<file path="src/rtl/sram_fifo_ctrl.sv">
// sram_fifo_ctrl: FIFO controller around an external two-port SRAM
// (port A = registered read, port B = write). Words are written at
// wr_ptr on each accepted push. A read is issued at rd_ptr whenever a
// stored word exists and the single output stage is free or is being
// popped. The SRAM read register acts as the output stage: out_data is
// sram_qa, which is held while sram_cena stays high.
//
// Ports:
//   clk, rst        clock, synchronous active-high reset
//   flush           synchronous clear of all contents
//   in_valid/in_ready/in_data     producer handshake
//   out_valid/out_ready/out_data  consumer handshake (out_data = sram_qa)
//   sram_aa/sram_cena/sram_qa     SRAM read port (cena active low)
//   sram_ab/sram_cenb/sram_db     SRAM write port (cenb active low)
//   count           words written but not yet read-issued
module sram_fifo_ctrl #(
  parameter int unsigned WWORD = 32,
  parameter int unsigned WADDR = 5,
  parameter int unsigned DEPTH = 24
) (
  input  logic             clk,
  input  logic             rst,
  input  logic             flush,
  input  logic             in_valid,
  output logic             in_ready,
  input  logic [WWORD-1:0] in_data,
  output logic             out_valid,
  input  logic             out_ready,
  output logic [WWORD-1:0] out_data,
  output logic [WADDR-1:0] sram_aa,
  output logic             sram_cena,
  input  logic [WWORD-1:0] sram_qa,
  output logic [WADDR-1:0] sram_ab,
  output logic             sram_cenb,
  output logic [WWORD-1:0] sram_db,
  output logic [WADDR:0]   count
);

  localparam logic [WADDR-1:0] LAST_PTR  = WADDR'(DEPTH - 1);
  localparam logic [WADDR:0]   DEPTH_CNT = (WADDR + 1)'(DEPTH);
  localparam logic [WADDR-1:0] PTR_ONE   = {{(WADDR - 1){1'b0}}, 1'b1};
  localparam logic [WADDR:0]   CNT_ONE   = {{WADDR{1'b0}}, 1'b1};

  logic [WADDR-1:0] wr_ptr_q, wr_ptr_d;
  logic [WADDR-1:0] rd_ptr_q, rd_ptr_d;
  logic [WADDR:0]   count_q, count_d;
  logic             out_valid_q, out_valid_d;
  logic             push, issue;

  always_comb begin
    in_ready = (count_q < DEPTH_CNT) && !flush && !rst;
    push     = in_valid && in_ready;
    // count only covers words already in the SRAM, so a word pushed this
    // cycle cannot be read until the next one (no same-address collision).
    issue    = (count_q != '0) && (!out_valid_q || out_ready) && !flush && !rst;
  end

  always_comb begin
    wr_ptr_d    = wr_ptr_q;
    rd_ptr_d    = rd_ptr_q;
    count_d     = count_q;
    out_valid_d = out_valid_q;

    if (push) wr_ptr_d = (wr_ptr_q == LAST_PTR) ? '0 : wr_ptr_q + PTR_ONE;
    if (issue) rd_ptr_d = (rd_ptr_q == LAST_PTR) ? '0 : rd_ptr_q + PTR_ONE;

    case ({push, issue})
      2'b10:   count_d = count_q + CNT_ONE;
      2'b01:   count_d = count_q - CNT_ONE;
      default: count_d = count_q;
    endcase

    // A new read refills the output stage; a pop without refill empties it.
    if (issue)          out_valid_d = 1'b1;
    else if (out_ready) out_valid_d = 1'b0;

    if (flush) begin
      wr_ptr_d    = '0;
      rd_ptr_d    = '0;
      count_d     = '0;
      out_valid_d = 1'b0;
    end
  end

  always_ff @(posedge clk) begin
    if (rst) begin
      wr_ptr_q    <= '0;
      rd_ptr_q    <= '0;
      count_q     <= '0;
      out_valid_q <= 1'b0;
    end else begin
      wr_ptr_q    <= wr_ptr_d;
      rd_ptr_q    <= rd_ptr_d;
      count_q     <= count_d;
      out_valid_q <= out_valid_d;
    end
  end

  always_comb begin
    sram_cenb = !push;
    sram_ab   = wr_ptr_q;
    sram_db   = in_data;
    sram_cena = !issue;
    sram_aa   = rd_ptr_q;
    out_data  = sram_qa;
    out_valid = out_valid_q;
    count     = count_q;
  end

endmodule

</file>
<file path="config.mk">
export PLATFORM = sky130hd
export DESIGN_NAME = sram_fifo_ctrl
export DESIGN_NICKNAME = d
export VERILOG_FILES = /design/src/rtl/sram_fifo_ctrl.sv
export SDC_FILE = /design/constraint.sdc
export NUM_CORES = 1
export LEC_CHECK = 0
export ABC_CLOCK_PERIOD_IN_PS = 2600
export CORE_MARGIN = 1
export CORE_UTILIZATION = 27
export CTS_BUF_LIST = sky130_fd_sc_hd__clkbuf_8
export DETAILED_ROUTE_END_ITERATION = 10
export GPL_TIMING_DRIVEN = 0
export PLACE_DENSITY_LB_ADDON = 0.25
export RECOVER_POWER = 50
export REMOVE_ABC_BUFFERS = 1
export SETUP_SLACK_MARGIN = 0.15
export SYNTH_ARGS = -nofsm -noshare
export SYNTH_HDL_FRONTEND = slang
export SYNTH_SLANG_ARGS = --single-unit
</file>
<file path="constraint.sdc">
create_clock -name clk -period 2.6 [get_ports clk]
set_input_delay 0.26 -clock clk [delete_from_list [all_inputs] [get_ports clk]]
set_output_delay 0.26 -clock clk [all_outputs]
set_load 0.01 [all_outputs]
</file>
## Word-level counts from Yosys, hierarchy flattened

Cells that the tools add are included.

| operators by class | value |
|---|---|
| add/sub/neg operators | 4 |
| multipliers | 0 |
| div/mod/pow operators | 0 |
| $lt $le $gt $ge | 1 |
| equal/unequal tests | 4 |
| shift-type cells | 0 |
| mux-type cells | 5 |
| bitwise logic cells | 0 |
| reduce and logical (&&, ||, !) cells | 16 |

Operators with widths:

| kind | number |
|---|---|
| $pmux W6 S2 | 1 |
| $add A5 B1 Y5 const B | 2 |
| $eq A5 B5 Y1 const B | 2 |
| $mux W5 | 2 |
| $add A6 B1 Y6 const B | 1 |
| $logic_and A1 B1 Y1 | 6 |
| $lt A6 B5 Y1 const B | 1 |
| $reduce_bool A6 Y1 | 1 |
| $sub A6 B1 Y6 const B | 1 |
| $logic_not A1 Y1 | 5 |
| $reduce_bool A2 Y1 | 2 |
| $eq A2 B1 Y1 const B | 1 |
| $eq A2 B2 Y1 const B | 1 |
| $mux W1 | 2 |
| $reduce_or A2 Y1 | 1 |
| $logic_or A1 B1 Y1 | 1 |

| word-level totals | value |
|---|---|
| bits in registers | 17 |
| latch bits | 0 |
| memory bits (writable) | 0 |
| bits in read-only memories | 0 |
| input port bits | 69 |
| output and inout port bits | 84 |
| word-level logic and storage cells | 34 |
| memories | 0 |

## Logic depth before layout (Yosys ltp)

| depth | value |
|---|---|
| word-level depth | 7 |
| gate-level depth with buffers | 10 |
| gate-level depth less buffers | 9 |

## Least setup slack after synthesis

OpenSTA, ideal clock, no wires.

| timing path | value |
|---|---|
| kind | reg2reg |
| from | register count_q[0] (netlist: count[0]) |
| to | register count_q[5] (netlist: count[5]) |
| setup time | 0.130 ns |
| arrival time | 2.507 ns |
| required time | 2.470 ns |
| slack | -0.036 ns |
| cell stages (with the launch flop) | 10 |
| path buffers | 0 |
| clock period less this slack | 2.636 ns |
| path through | dfxtp_1 > nor2_1 > a211o_4 > inv_1 > ha_1 > ha_1 > nor4bb_1 > or3_1 > o31ai_1 > o41ai_1 |

| between the ends | value |
|---|---|
| cells in the longest elaborated chain, start to end | 6 |
| elaborated cells between the ends (all ways) | 14 |
| classes of those cells | 2 x add/sub; 1 x order compare; 2 x eq/ne; 1 x mux; 8 x reduce/logical |

RTL lines:

| what | RTL line | RTL |
|---|---|---|
| start: declaration | 46 | `logic [WADDR:0] count_q, count_d;` |
| start signal: assignment | 94 | `count_q <= count_d;` |
| $reduce_bool A6 Y1 (*) | 55 | `issue = (count_q != '0) && (!out_valid_q \|\| out_ready) && !flush && !rst;` |
| $logic_and A1 B1 Y1 (*) (3 in a row) | 55 |  |
| net issue | 48 | `logic push, issue;` |
| $eq A2 B1 Y1 or $eq A2 B2 Y1 (tied branches) | 67 | `case ({push, issue})` |
| $pmux W6 S2 or $reduce_bool A2 Y1 (tied branches) | - |  |

The timed path passes the listed nets; every way through them passes the cells marked *.
A chain may end at the register's enable or synchronous reset.

## Final worst setup path

| timing path | value |
|---|---|
| from | register count_q[5] (netlist: count[5]) |
| to | register count_q[5] (netlist: count[5]) |

Same word-level chain as after synthesis.

==> flow_metrics.env <==
export IMPL_rsz0062_at_grt="true"
export IMPL_setup_viol=0
export IMPL_fin_util_pct=29.8
export IMPL_die_area_um2=5660
export IMPL_synth_top_area_share_pct=33.2
export IMPL_ys_flop_type="dfxtp_1"
export IMPL_slew_headroom_pct=71.4
export IMPL_crit_fanout=5
export IMPL_core_area_um2=5140
export IMPL_synth_cells=176
export IMPL_final_fill_count=581
export IMPL_synth_distinct_cells=37
export IMPL_synth_edf_count=0
export IMPL_cp_data_arrival_time_ps=2560
export IMPL_netlist_area_um2=1450
export IMPL_ys_warn_count=0
export IMPL_final_hold_viol_count=0
export IMPL_numCtsBuffers=3
export IMPL_criticalPathCategory="reg2reg"
export IMPL_maxCapViolations=0
export IMPL_io_buffers=24
export IMPL_firstDrtPassIters=4
export IMPL_die_h_um=75.2
export IMPL_routedWlPerCell_um=36.8
export IMPL_gp_congestion=0.887
export IMPL_ys_seq_area_share_pct=23.5
export IMPL_finalClockSkew_ps=4.50
export IMPL_drc_errors=0
export IMPL_power_mw=0.517
export IMPL_grt_pass1_wl_um=9520
export IMPL_p_leak_nw=0.552
export IMPL_track_usage_pct=27.8
export IMPL_period_needed_ps=2420
export IMPL_nets=227
export IMPL_final_antenna_net_count=0
export IMPL_synthTopCellsByCount="buf_4, dfxtp_1, nor2_1"
export IMPL_regArea_um2=350
export IMPL_cts_sinks=17
export IMPL_grt_pass1_vias=968
export IMPL_initial_core_util_pct=28.2
export IMPL_status="finished, final reports clean"
export IMPL_cpMostUsedCell="ha_4"
export IMPL_cts_clk_slew_worst_paths_ps=80
export IMPL_power_density_nw_per_um2=338
export IMPL_ys_ff_latch=17
export IMPL_num_vias=1147
export IMPL_rows=26
export IMPL_routed_wl_um=8060
export IMPL_slew_violations=0
export IMPL_max_stage_delay_ps=410
export IMPL_cp_cell_sequence="nor4_4, a211o_4, clkinvlp_4, ha_4, buf_6, ha_4, nor4bb_1, or3_1, o31ai_2, o41ai_1"
export IMPL_yosysTopAreaCell="buf_4"
export IMPL_fin_crit_sh_pct=93.0
export IMPL_vias_per_cell=5.24
export IMPL_hold_slack_ps=507
export IMPL_syn_to_final_growth_pct=5.70
export IMPL_drive_gt1_share_pct=24.2
export IMPL_htreeDepth=1
export IMPL_io_pins=153
export IMPL_antenna_found_initial=0
export IMPL_syn_avg_cell_area_um2=8.23
export IMPL_start_kind="flop"
export IMPL_critPathSlowestCell="or3_1"
export IMPL_yosysMostFrequentCell="buf_4"
export IMPL_grt_overflow=0
export IMPL_fmax_ghz=0.414
export IMPL_tritoncts="yes"
export IMPL_synthTopCellsByArea="buf_4, dfxtp_1, ha_1, a21oi_1, nor2_1"
export IMPL_ir_drop_mv=0.206
export IMPL_hp_class="reg2reg"
export IMPL_clk_latency_ps=260
export IMPL_cts_root_buf="clkbuf_8"
export IMPL_worstMarginPinSlew_ps=428
export IMPL_grt_start_max_net_pins=14
export IMPL_critPathCaptureType="flop"
export IMPL_synthArstFlopShare_pct=0
export IMPL_detailed_place_hpwl_um=6740
export IMPL_first_iter_violations=65
export IMPL_clockBufferDepth=2
export IMPL_dieWidth_um=75.2
export IMPL_diodes=0
export IMPL_multi_input_area_um2=696
export IMPL_worstPathRequired_ps=2750
flip-flops by register name (all words and copies together) (netlist names):
signal     count
out_valid      1
count          6
sram_aa        5
sram_ab        5
area by class of cell:
| class | count | area share, % |
|---|---|---|
| Timing Repair Buffer | 36 | 21.7 |
| Clock buffer | 3 | 2.70 |
| Multi-Input combinational cell | 88 | 45.5 |
| Sequential cell | 17 | 22.9 |
| Tap cell | 70 | 5.72 |
| Inverter | 4 | 1.23 |
| Clock inverter | 1 | 0.327 |
worst paths after layout:
kind / startpoint / end / slack (ps) / cells after the start
worst max-delay path: count[5] / count[5] / 180 / 10
worst min-delay path: sram_aa[1] / sram_aa[1] / 510 / 2
worst max register to register: count[5] / count[5] / 180 / 10
worst min register to register: sram_aa[1] / sram_aa[1] / 510 / 2
routing by layer:
metal	global-route usage (%)	vias to the layer above	part of all wire [%]
li1	-	478	-
met5	0	-	0
met2	41.4	151	42
met4	19.8	0	8.2
met3	39.8	30	30
met1	15.1	488	19
cell usage in the layout (no fill, tap or decap), drive strengths merged, types with 5 or more instances in the layout:
cell type and n:
o21ai 5, nor2 12, nand2 9, ha 7, dfxtp 17, xor2 5
clkdlybuf4s50 22, a21oi 9, buf 12
cell families (layout without fill, tap and decap cells):
logic type               after synthesis  in the layout  synth area share [%]
AO/OA/AOI/OAI                         27             27                  12.4
buffers and inverters                 71             44                  35.1
flip-flops                            17             17                  23.5
XOR/XNOR                               6              6                  3.63
multiplexers                           2              2                  1.38
AND/OR/NAND/NOR                       45             45                  16.6
adder cells (fa/ha/maj)                8              8                  7.43
what timing repair did:
item                                    CTS  global route
hold buffers                              0             0
pin swaps                                 5             7
setup buffers                             8             4
endpoints found under the setup margin    7             3
resized for setup                        23             7
through the flow:
step	instances	cell area (um2)	setup slack (ps)	setup TNS, ps
floorplan	109	955	-177	-192
global placement	203	1280	-1040	-4080
CTS	215	1470	150	0
detailed placement	203	1280	-1100	-4410
global route	219	1530	104	0
finish	219	1530	183	0
worst max-delay path, delay by kind of cell, from the launching register on:
family / cells / cell delay (ps)
buf+inv: 2 / 220
fa+ha+maj: 2 / 350
compound gates: 3 / 500
flops: 1 / 370
simple gates: 3 / 870
power by group:
part           switching, mW  total, mW  internal (mW)
clock                  0.106      0.212          0.107
combinational         0.0222     0.0433         0.0211
sequential           0.00203      0.261          0.259
total                  0.130      0.517          0.387
Power figures use the tool's default switching activity.
